## config.mk

```make
export PLATFORM = sky130hd
export DESIGN_NAME = vga_scan_timer
export DESIGN_NICKNAME = d
export VERILOG_FILES = /design/src/rtl/vga_scan_timer.sv
export SDC_FILE = /design/constraint.sdc
export NUM_CORES = 1
export LEC_CHECK = 0
export ABC_AREA = 1
export BUFFER_PORTS_ARGS = -buffer_cell sky130_fd_sc_hd__buf_2
export CORE_ASPECT_RATIO = 1.2
export CORE_MARGIN = 4
export CORE_UTILIZATION = 55
export DETAILED_ROUTE_END_ITERATION = 10
export GPL_TIMING_DRIVEN = 0
export PLACE_DENSITY = 0.76
export SLEW_MARGIN = 5
export SYNTH_ARGS = -nofsm -noshare
export SYNTH_HDL_FRONTEND = slang
export SYNTH_SLANG_ARGS = --single-unit
export TNS_END_PERCENT = 30
```

## constraint.sdc

```tcl
create_clock -name clk -period 2.11 [get_ports clk]
set_input_delay 0.1055 -clock clk [delete_from_list [all_inputs] [get_ports clk]]
set_output_delay 0.1055 -clock clk [all_outputs]
set_load 0.02 [all_outputs]
```

## src/rtl/vga_scan_timer.sv

```systemverilog
// VGA raster generator: pixel-rate enable from the system clock, h/v position counters,
// and registered sync/valid/coordinate outputs that always describe the position held in the counters.
module vga_scan_timer #(
  parameter int CLK_DIV = 4,
  parameter int H_DISP  = 640,
  parameter int H_FP    = 16,
  parameter int H_SYNC  = 96,
  parameter int H_BP    = 48,
  parameter int V_DISP  = 480,
  parameter int V_FP    = 10,
  parameter int V_SYNC  = 2,
  parameter int V_BP    = 33
) (
  input  logic       clk,
  input  logic       rst,
  output logic       pix_tick,
  output logic [9:0] h_cnt,
  output logic [9:0] v_cnt,
  output logic       valid,
  output logic       hsync,
  output logic       vsync,
  output logic       frame_start
);

  localparam int H_TOTAL = H_DISP + H_FP + H_SYNC + H_BP;
  localparam int V_TOTAL = V_DISP + V_FP + V_SYNC + V_BP;
  localparam int DIV_W   = $clog2(CLK_DIV);

  logic [DIV_W-1:0] r_div_cnt;
  logic [9:0]       r_h_pos;
  logic [9:0]       r_v_pos;

  logic       w_pix_en;
  logic       w_h_wrap;
  logic [9:0] w_h_nxt;
  logic [9:0] w_v_nxt;
  logic       w_valid_nxt;
  logic       w_hsync_nxt;
  logic       w_vsync_nxt;

  assign w_pix_en = (r_div_cnt == DIV_W'(CLK_DIV - 1));
  assign w_h_wrap = (r_h_pos == 10'(H_TOTAL - 1));

  always_comb begin
    w_h_nxt = w_h_wrap ? 10'd0 : r_h_pos + 10'd1;
    w_v_nxt = r_v_pos;
    if (w_h_wrap) begin
      w_v_nxt = (r_v_pos == 10'(V_TOTAL - 1)) ? 10'd0 : r_v_pos + 10'd1;
    end
  end

  // Outputs are decoded from the position about to be loaded, so they land together with it.
  assign w_valid_nxt = (w_h_nxt < 10'(H_DISP)) && (w_v_nxt < 10'(V_DISP));
  assign w_hsync_nxt = !((w_h_nxt >= 10'(H_DISP + H_FP)) &&
                         (w_h_nxt <  10'(H_DISP + H_FP + H_SYNC)));
  assign w_vsync_nxt = !((w_v_nxt >= 10'(V_DISP + V_FP)) &&
                         (w_v_nxt <  10'(V_DISP + V_FP + V_SYNC)));

  always_ff @(posedge clk) begin
    if (rst) begin
      r_div_cnt   <= '0;
      r_h_pos     <= 10'(H_TOTAL - 1);
      r_v_pos     <= 10'(V_TOTAL - 1);
      pix_tick    <= 1'b0;
      frame_start <= 1'b0;
      valid       <= 1'b0;
      h_cnt       <= 10'd0;
      v_cnt       <= 10'd0;
      hsync       <= 1'b1;
      vsync       <= 1'b1;
    end else begin
      r_div_cnt   <= w_pix_en ? '0 : r_div_cnt + 1'b1;
      pix_tick    <= w_pix_en;
      frame_start <= w_pix_en && (w_h_nxt == 10'd0) && (w_v_nxt == 10'd0);
      if (w_pix_en) begin
        r_h_pos <= w_h_nxt;
        r_v_pos <= w_v_nxt;
        valid   <= w_valid_nxt;
        h_cnt   <= w_valid_nxt ? w_h_nxt : 10'd0;
        v_cnt   <= w_valid_nxt ? w_v_nxt : 10'd0;
        hsync   <= w_hsync_nxt;
        vsync   <= w_vsync_nxt;
      end
    end
  end

endmodule
```

# After elaboration in Yosys (flattened, before gate mapping)
# Cells that the tools add are included.
[op_classes]
n_addsub = 3
n_lt_le_gt_ge = 6
eq_ne = 3
mux = 5
reduce_logical = 10
[op_table]
columns = ["operator", "count"]
rows = [
  ["10-bit two-way mux", 5],
  ["10-bit by 1-bit adder with 10-bit output (second input constant)", 2],
  ["10-bit equality test (second input constant)", 2],
  ["10-bit zero test", 2],
  ["10-bit less-than comparator (second input constant)", 2],
  ["10-bit by 9-bit less-than comparator with 1-bit output (second input constant)", 2],
  ["10-bit greater-or-equal comparator (second input constant)", 1],
  ["10-bit by 9-bit greater-or-equal comparator with 1-bit output (second input constant)", 1],
  ["1-bit logical AND", 5],
  ["2-bit by 1-bit adder with 2-bit output (second input constant)", 1],
  ["2-bit equality test (second input constant)", 1],
  ["1-bit zero test", 2],
  ["2-bit OR reduction", 1],
]
[totals]
reg_bits = 47
inputBits = 2
wordCells = 37

# Longest topological paths before layout
# Gate-level depths: netlist of run 1.
[depth]
depth_word = 6
depth_mapped = 13
mapped_depth_nobuf = 12

# Least setup slack after synthesis of run 1
# OpenSTA, ideal clock, no wires.
[synth_timing]
path_type = "register -> register"
from = "reg r_h_pos[0]"
to = "reg v_cnt[2]"
arrival_time_ns = 1.651
required_ns = 1.997
setup_slack_ns = 0.346
stages_incl_launch_ff = 12
path_buffers = 1
period_less_slack_ns = 1.764
cell_sequence = "dfxtp_1 ha_1 nand2_1 nor2_4 nand4_4 o21ai_2 nand2_1 nor2_2 nor2_2 buf_6 nand3_1 nand2_1"
[synth_via]
elab_chain_cells = 5
[synth_lines]
columns = ["item", "line_no", "source"]
rows = [
  ["start: declaration", "30", "logic [9:0] r_h_pos;"],
  ["start signal: assignment", "62", "r_h_pos <= 10'(H_TOTAL - 1);"],
  ["start signal: assignment", "76", "r_h_pos <= w_h_nxt;"],
  ["10-bit by 1-bit adder with 10-bit output / 10-bit equality test (equally long branches)", "45, 42", ""],
  ["10-bit two-way mux, on equally long branches", "45, 47", ""],
  ["10-bit less-than comparator / 10-bit by 9-bit less-than comparator with 1-bit output (equally long branches)", "53", "assign w_valid_nxt = (w_h_nxt < 10'(H_DISP)) && (w_v_nxt < 10'(V_DISP));"],
  ["1-bit logical AND", "53", ""],
  ["10-bit two-way mux *", "80", "v_cnt <= w_valid_nxt ? w_v_nxt : 10'd0;"],
  ["end signal: assignment", "80", ""],
  ["end: declaration", "18", "output logic [9:0] v_cnt,"],
]
# Every way passes the cells marked *; elsewhere a longest branch is shown, timed or not.
# A chain may end at the register's enable or synchronous reset.

# Worst setup path after layout of run 1
[layout_timing]
from = "reg r_h_pos[1]"
to = "reg v_cnt[4]"
# The elaborated chain is that of the path after synthesis.

==> impl_metrics.yaml, run 1 <==
die:
  initial_core_util_pct: 58.5
  die_w_um: 67.8
  fp-row-count: 25
  die_area_mm2: 0.00541
  core_mm2: 0.00404
  io_pins: 27
  die_y_um: 79.8
setup_path:
  crit_arrival_ns: 2.21
  slowest_delay_ns: 0.39
  worst_setup_path_start_kind: "flop"
  setup.worst_path.class: "flop to flop"
  cp-startpoint: "r_h_pos[1]"
  worstPathCellList: "ha_4 > nand2_1 > nor2_4 > nand4_4 > o21ai_4 > nand2_1 > nor2_2 > nor2_2 > buf_6 > nand3_1 > nand2_1"
  reg2reg_from: "r_h_pos[1]"
  crit_fanout: 10
  critPathRequiredTime_ns: 2.31
  rrSetupSlack_ns: 0.10
  cpMaxStageDelayCell: "dfxtp_2"
  r2r_cells: 11
  crit_cells: 11
  cp-endpoint: "v_cnt[4]"
  path_delay_family: "simple AND/OR/NAND/NOR gates"
  crit_buf_inv: 1
  cp-end-kind: "flop"
  reg2reg_to: "v_cnt[4]"
  path_common_cell: "nand2_1"
routing:
  firstDrtPassIters: 5
  drtAntennaViolNets: 0
  drtIter0Drc: 149
  route.detailed.drc: 0
  wl_per_cell_um: 13.8
  via_per_inst: 5.39
  num_vias: 2420
  finalWirelength_um: 6180
clocking:
  cts_tree: "done"
  cts.sinks: 47
  numCtsBuffers: 5
  clockRootBuffer: "clkbuf_8"
  clk_pin_slew_ns: 0.10
  h-tree-depth: 2
  cts_buffer_depth: 2
  clk-insertion-delay-late_ns: 0.31
synthesis:
  syn_area_mm2: 0.00236
  yosys_warnings: 0
  ys_types: 31
  synthSimpleGateAreaFrac_pct: 40.6
  yosysTopAreaCellShare_pct: 39.9
  synth-xor-area-share_pct: 0.742
  yosysSeqAreaShare_pct: 39.9
  synth-adder-area-share_pct: 2.65
  synth_area_leaders: "dfxtp_1 40%, nand2_1 21%, nand3_1 7.4%"
  synth_top_family_by_area: "simple AND/OR/NAND/NOR gates"
  synth_top_area_cell: "dfxtp_1"
  ys_ff_latch: 47
  avgSynthCellArea_um2: 6.63
  synth_cells: 356
  syn-num-nets: 363
  synthMuxAreaShare_pct: 0
  synth_compound_area_share_pct: 7.90
cells_and_area:
  final_cell_mix: "129 x nand2_1, 44 x dfxtp_1, 37 x nor2_1"
  layout.nets: 401
  final_common_cell: "nand2_1"
  areaGrowthSynthToFinish_pct: 18.8
  layout-drive-gt1-share_pct: 18.5
  fin_cells: 449
  diodes: 0
  fillers: 360
  finish.instance_area_mm2: 0.00281
place:
  placed_cell_area_mm2: 0.00256
  dp_hpwl_um: 4270
  io_buffer_count: 26
  placedCellCount: 436
  gp_congestion: 0.916
timing:
  fin_hold_ws_ns: 0.0357
  fmax_mhz: 498
  fin_crit_ns: 2.01
  max_slew_margin_pct: 59.1
  finalHoldViolCount: 0
  report.final.setup_viol: 0
  fin_crit_sh_pct: 95.2
  setup_tns_ns: 0
  worst_pin_slew_ns: 0.613
  clock_skew_ns: 0.0101
  maxSlewViolCount: 0
grt:
  grt_antenna_before_repair: 0
  grt.met2_usage_pct: 42.6
  grt_max_degree: 16
  grt.total_usage_pct: 24.3
  grt-ovfl-total: 0
  grt_pass1_wl_um: 10000
  top_usage_layer: "met2"
  grt_pass1_vias: 2235
  met3_usage_pct: 4.37
  grtUsageMet1_pct: 29.3
power:
  seq_power_share_pct: 39.6
  p_comb_share_pct: 31.0
  switchingPower_uw: 847
  p_clk_share_pct: 29.4
  peakVddDrop_mv: 0.458
  p_total_mw: 2.39
  leakage_nw: 1.40
  internal_power_mw: 1.54
  switching_share_pct: 35.4
  p_per_area_mw_per_mm2: 852
worst_hold_path:
  hold_class: "input pin to flop"
status:
  status: "completed"
job:
  drv_cap: 0
layer usage:
metal,up-vias,routed length [um]
met4,0,152
met2,71,3120
met5,-,0
met3,15,292
met1,1128,2620
li1,1206,-
worst min-delay path by stage:
| stage | slack (ns) | to | startpoint | depth (start not counted) |
|---|---|---|---|---|
| 5_1_grt | 0.04 | v_cnt[9] | rst | 2 |
| 3_3_place_gp | 0.32 | v_cnt[9] | rst | 2 |
| 4_1_cts | 0.01 | v_cnt[9] | rst | 2 |
| 2_1_floorplan | 0.18 | v_cnt[9] | rst | 1 |
| 3_5_place_dp | 0.32 | v_cnt[9] | rst | 2 |
| 6_report | 0.04 | v_cnt[9] | rst | 2 |
cells by family (layout without fill, tap and decap cells):
| kind of cell | Yosys count | in the layout |
|---|---|---|
| DFF | 47 | 47 |
| AOI/OAI and AO/OA | 30 | 30 |
| buffers and inverters | 47 | 85 |
| adders and majority gates | 5 | 5 |
| xor gates and xnor gates | 2 | 2 |
| and+or+nand+nor | 225 | 226 |
power by group through the flow:
stage	Clock [mW]	Sequential, mW	Combinational [mW]
2_1_floorplan	0	0.969	0.495
3_3_place_gp	0	0.964	0.647
3_5_place_dp	0	0.964	0.653
4_1_cts	0.713	0.943	0.668
5_1_grt	0.759	0.949	0.815
6_report	0.703	0.946	0.741
layout make-up:
type | count | area [um2] | area share (%)
buffer | 9 | 52.6 | 1.87
clock inverter | 2 | 38.8 | 1.38
multi-input combinational | 263 | 1310 | 46.7
tap | 54 | 67.6 | 2.41
sequential | 47 | 947 | 33.8
timing repair buffer | 30 | 160 | 5.71
clock buffer | 6 | 82.6 | 2.94
inverter | 38 | 146 | 5.22
sequential cells by signal, summed over array words and instances, names as in the netlist:
register	count
frame_start	1
r_v_pos	10
hsync	1
v_cnt	10
r_div_cnt	2
vsync	1
r_h_pos	10
h_cnt	10
valid	1
pix_tick	1
repair_timing:
action,4_1_cts,5_1_grt
buffers inserted,0,4
resized for setup,2,18
setup endpoints to repair,16,23
gates cloned,0,1
hold buffers,0,0
pin swaps,0,7
Yosys cell counts:
cell type,n
o21ai_0,8
o2bb2ai_1,1
nand4_4,1
nand4_1,4
a21oi_1,4
inv_1,35
xor2_1,1
o21ai_2,2
nand3b_1,1
a31oi_1,1
clkinv_1,1
dfxtp_1,47
ha_1,5
nand3_1,35
nor2_2,8
nand2_1,129
buf_2,3
clkbuf_1,4
nor2_1,42
inv_2,2
a2bb2oi_1,1
a22oi_1,3
nand3_2,1
o22ai_1,7
o22a_1,1
xnor2_1,1
nor3_1,2
buf_6,2
o21ai_1,2
nand2_2,1
nor2_4,1
per-stage QoR:
| step | setup slack [ns] | util (%) |
|---|---|---|
| after floorplan | 0.346 | - |
| after detailed placement | -0.00229 | 63.4 |
| after global routing | -0.0209 | 69.5 |
| final | 0.102 | 69.5 |
| after global placement | -0.0507 | 63.4 |
| after CTS | -0.00422 | 66.5 |
Power figures use the tool's default switching activity.
==> run 2, diff against run 1 <==
--- a/config.mk
+++ b/config.mk
@@ -12,7 +12,7 @@
 export CORE_UTILIZATION = 55
 export DETAILED_ROUTE_END_ITERATION = 10
 export GPL_TIMING_DRIVEN = 0
-export PLACE_DENSITY = 0.76
+export PLACE_DENSITY = 0.82
 export SLEW_MARGIN = 5
 export SYNTH_ARGS = -nofsm -noshare
 export SYNTH_HDL_FRONTEND = slang
==> run 2 against run 1 <==
Against the previous run:
- critical path depth is 6 lower
- clock power is 25% lower
- hold slack worse by 0.016 ns
- first-iteration DRC count is 68% higher
- total power is 8.2% lower
- final cell count is 0.45% lower
- largest power group unchanged
- combinational power is 2.7% lower
- non-clock buffer count is 1 lower
- global-route usage is 0.72 points lower
- wire length is 0.95% lower
==> impl_metrics.yaml, run 2 (same netlist as run 1, synthesis figures left out) <==
status:
  status: "completed"
cells_and_area:
  final_common_cell: "nand2_1"
  final_cell_mix: "128 x nand2_1, 44 x dfxtp_1, 38 x nor2_1"
  layout-drive-gt1-share_pct: 18.3
  layout.nets: 400
  areaGrowthSynthToFinish_pct: 17.1
  final_core_util_pct: 68.5
  finish.instance_area_mm2: 0.00276
  diodes: 0
worst_hold_path:
  whs_path_depth: 2
  hold_class: "input pin to flop"
timing:
  clock_skew_ns: 0.00685
  max_slew_margin_pct: 59.9
  fmax_mhz: 500
  fin_crit_ns: 2.00
  report.final.setup_viol: 0
  worst_pin_slew_ns: 0.602
  finalHoldViolCount: 0
  setup_ws_ns: 0.112
  maxSlewViolCount: 0
  fin_crit_sh_pct: 94.7
power:
  leakage_nw: 1.37
  p_per_area_mw_per_mm2: 793
  peakVddDrop_mv: 0.550
  p_total_mw: 2.19
setup_path:
  critPathRequiredTime_ns: 2.33
  cpMaxStageDelayCell: "nor2_2"
  crit_fanout: 10
  cp-end-kind: "flop"
  setup.worst_path.class: "flop to flop"
  worst_setup_path_start_kind: "flop"
  slowest_delay_ns: 0.40
  crit_arrival_ns: 2.22
  worstPathCellList: "ha_1 > nor2_2 > clkinvlp_4 > clkbuf_1 > o22ai_1"
  r2r_cells: 5
clocking:
  cts.sinks: 47
  clk_pin_slew_ns: 0.09
  h-tree-depth: 2
  numCtsBuffers: 5
  cts_buffer_depth: 2
  clockRootBuffer: "clkbuf_8"
  postCtsHoldBufs: 0
  clk-insertion-delay-late_ns: 0.30
  cts_tree: "done"
grt:
  grt-ovfl-total: 0
  grt.total_usage_pct: 23.6
  grt_pass1_vias: 2271
  grt_pass1_wl_um: 9770
  grt_max_degree: 15
  grt_antenna_before_repair: 0
routing:
  via_per_inst: 5.41
  num_vias: 2418
  drtIter0Drc: 250
  route.detailed.drc: 0
  firstDrtPassIters: 4
  drtAntennaViolNets: 0
  wl_per_cell_um: 13.7
  finalWirelength_um: 6120
die:
  die_y_um: 79.8
  io_pins: 27
  core_mm2: 0.00404
  fp-row-count: 25
  die_area_mm2: 0.00541
  initial_core_util_pct: 58.5
  die_w_um: 67.8
place:
  dp_hpwl_um: 4310
  gp_congestion: 0.935
  io_buffer_count: 26
  post-place-ws_ns: -0.0528
  placed_cell_area_mm2: 0.00256
job:
  drv_cap: 0
-- run 2: final timing paths --
path / start / endpoint / slack [ns]
worst max-delay path: r_div_cnt[0] / r_v_pos[8] / 0.11
worst min-delay path: rst / v_cnt[9] / 0.02
worst max register to register: r_div_cnt[0] / r_v_pos[8] / 0.11
worst min register to register: r_div_cnt[0] / r_div_cnt[0] / 0.44
-- run 2: layout make-up --
| class | instances | area (um2) |
|---|---|---|
| multi-input combinational | 263 | 1320 |
| fill | 329 | 1270 |
| sequential | 47 | 947 |
| timing repair buffer | 29 | 153 |
| inverter | 38 | 146 |
| clock buffer | 5 | 68.8 |
| tap | 54 | 67.6 |
| buffer | 9 | 52.6 |
| clock inverter | 2 | 13.8 |
-- run 2: worst max-delay path, delay by kind of cell, from the launching register on --
| family | cells | cell delay, ns |
|---|---|---|
| AOI/OAI and AO/OA | 1 | 0.25 |
| adders and majority gates | 1 | 0.23 |
| buffers and inverters | 2 | 0.70 |
| and+or+nand+nor | 1 | 0.40 |
| DFF | 1 | 0.33 |
-- run 2: repair_timing --
item / CTS / global route
setup buffers: 0 / 3
pin swaps: 0 / 5
gates cloned: 0 / 1
setup endpoints to repair: 9 / 24
gates resized for setup: 1 / 21
-- run 2: metrics by stage --
stage,hold WS (ns),TNS [ns],std cells
after detailed placement,0.321,-0.303,436
after global placement,0.317,-0.533,436
after global routing,0.0299,-0.0207,447
after floorplan,0.177,0,356
final,0.0197,0,447
after CTS,0.0104,-0.00257,443
-- run 2: metal layers --
layer	GRT usage, %	vias to the layer above	part of all wire [%]
li1	-	1205	-
met1	27.4	1101	40
met2	40.8	85	51
met3	5.35	27	5.6
met4	9.74	0	3.3
met5	0	-	0
-- run 2: power by group --
group / leakage (nW) / switching, mW / internal (mW) / total, mW
clock: 0.0440 / 0.298 / 0.227 / 0.525
combinational: 0.951 / 0.489 / 0.232 / 0.721
sequential: 0.380 / 0.0306 / 0.917 / 0.947
total: 1.37 / 0.818 / 1.38 / 2.19
==> run 3, diff against run 2 <==
--- a/config.mk
+++ b/config.mk
@@ -8,7 +8,7 @@
 export ABC_AREA = 1
 export BUFFER_PORTS_ARGS = -buffer_cell sky130_fd_sc_hd__buf_2
 export CORE_ASPECT_RATIO = 1.2
-export CORE_MARGIN = 4
+export CORE_MARGIN = 10
 export CORE_UTILIZATION = 55
 export DETAILED_ROUTE_END_ITERATION = 10
 export GPL_TIMING_DRIVEN = 0
@@ -17,4 +17,4 @@
 export SYNTH_ARGS = -nofsm -noshare
 export SYNTH_HDL_FRONTEND = slang
 export SYNTH_SLANG_ARGS = --single-unit
-export TNS_END_PERCENT = 30
+export TNS_END_PERCENT = 50
==> run 3 against run 2 <==
Against the previous run:
- hold slack better by 0.41 ns
- die area grew 35%
- fmax down 2.5%
- flip-flop and latch count stayed put
- sequential share of layout area decreased by 0.32 points
- final area grew 1.1%
- register-to-register slack worse by 0.05 ns
- clock power grew 27%
==> impl_metrics.yaml, run 3 (same netlist as run 1, synthesis figures left out) <==
grt:
  grt.total_usage_pct: 18.3
  grt_antenna_before_repair: 0
  grt_max_degree: 15
  grt-ovfl-total: 0
  grt_pass1_vias: 2356
  grt_pass1_wl_um: 10900
routing:
  via_per_inst: 5.61
  firstDrtPassIters: 5
  num_vias: 2518
  route.detailed.drc: 0
  wl_per_cell_um: 14.8
  finalWirelength_um: 6670
  drtAntennaViolNets: 0
  drtIter0Drc: 244
cells_and_area:
  areaGrowthSynthToFinish_pct: 18.3
  final_cell_mix: "128 x nand2_1, 43 x dfxtp_1, 40 x nor2_1"
  final_common_cell: "nand2_1"
  fin_cells: 449
  layout-drive-gt1-share_pct: 17.6
  layout.nets: 400
  diodes: 0
  finish.instance_area_mm2: 0.00279
timing:
  setup_ws_ns: 0.0606
  fmax_mhz: 488
  max_slew_margin_pct: 59.4
  fin_crit_sh_pct: 97.1
  fin_hold_ws_ns: 0.428
  finalHoldViolCount: 0
  worst_pin_slew_ns: 0.606
  maxSlewViolCount: 0
  report.final.setup_viol: 0
  rsz0062_at_grt: "true"
  clock_skew_ns: 0.00746
  fin_crit_ns: 2.05
die:
  core_mm2: 0.00420
  fp-row-count: 26
  io_pins: 27
  die_w_um: 79.8
  die_area_mm2: 0.00732
  initial_core_util_pct: 56.3
  die_y_um: 91.8
setup_path:
  path_delay_family: "buffers and inverters"
  path_common_cell: "inv_1"
  cpMaxStageDelayCell: "nor2_1"
  worstPathCellList: "ha_1 > inv_1 > nor2_1 > inv_1 > clkbuf_1 > o22ai_1 > inv_1"
  critPathRequiredTime_ns: 2.32
  crit_buf_inv: 4
  setup.worst_path.class: "flop to flop"
  worst_setup_path_start_kind: "flop"
  cp-end-kind: "flop"
  rrSetupSlack_ns: 0.06
  crit_arrival_ns: 2.26
  crit_fanout: 10
  slowest_delay_ns: 0.48
place:
  gp_congestion: 0.925
  dp_hpwl_um: 4630
  placedCellCount: 438
  placed_cell_area_mm2: 0.00256
  io_buffer_count: 26
  post-place-ws_ns: -0.108
clocking:
  clk_pin_slew_ns: 0.09
  numCtsBuffers: 5
  clk-insertion-delay-late_ns: 0.31
  cts_tree: "done"
  clockRootBuffer: "clkbuf_8"
  cts.sinks: 47
  h-tree-depth: 2
  cts_buffer_depth: 2
worst_hold_path:
  hold_class: "flop to flop"
status:
  status: "completed"
job:
  drv_cap: 0
power:
  peakVddDrop_mv: 0.539
  leakage_nw: 1.38
  p_per_area_mw_per_mm2: 842
## run 3: layout make-up
type                    count  area (um2)
inverters                  38         146
multi-input cells         263        1320
plain buffers               9        52.6
fillers                   361        1400
clock inverters             2        37.5
flip-flops and latches     47         948
well taps                  56        70.1
repair buffers             29         155
clock buffers               5        68.8
## run 3: through the flow
stage	setup TNS, ns	total power [mW]	utilization, %
final	0	2.35	66.6
after global routing	-0.148	2.46	66.6
after CTS	0	2.30	64.8
after detailed placement	-0.909	1.62	61.0
after global placement	-0.846	1.61	61.0
after floorplan	0	1.46	-
## run 3: per-layer routing
| layer | vias to the layer above | part of all wire (%) | GRT usage, % |
|---|---|---|---|
| met5 | - | 0 | 0 |
| met4 | 0 | 2.7 | 6.62 |
| met3 | 23 | 6.9 | 4.00 |
| met2 | 97 | 52 | 33.2 |
| met1 | 1193 | 38 | 20.2 |
| li1 | 1205 | - | - |
## run 3: worst paths after layout
kind	to	from	cells past startpoint
worst min-delay path	r_div_cnt[0]	r_div_cnt[0]	1
worst max-delay path	r_v_pos[9]	r_div_cnt[0]	7
worst min register to register	r_div_cnt[0]	r_div_cnt[0]	1
worst max register to register	r_v_pos[9]	r_div_cnt[0]	7
## run 3: power by group
group / internal (mW) / switching (mW) / leakage (nW)
clock network: 0.347 / 0.319 / 0.0502
logic: 0.235 / 0.502 / 0.954
registers: 0.917 / 0.0322 / 0.380
total: 1.50 / 0.853 / 1.38
## run 3: repair_timing
| action | 4_1_cts | 5_1_grt |
|---|---|---|
| endpoints found under the setup margin | 31 | 31 |
| gates resized for setup | 6 | 15 |
| cloned | 1 | 0 |
| hold buffers | 1 | 0 |
| setup buffers | 0 | 2 |
| pin swaps | 0 | 6 |
| endpoints found under the hold margin | 1 | 0 |
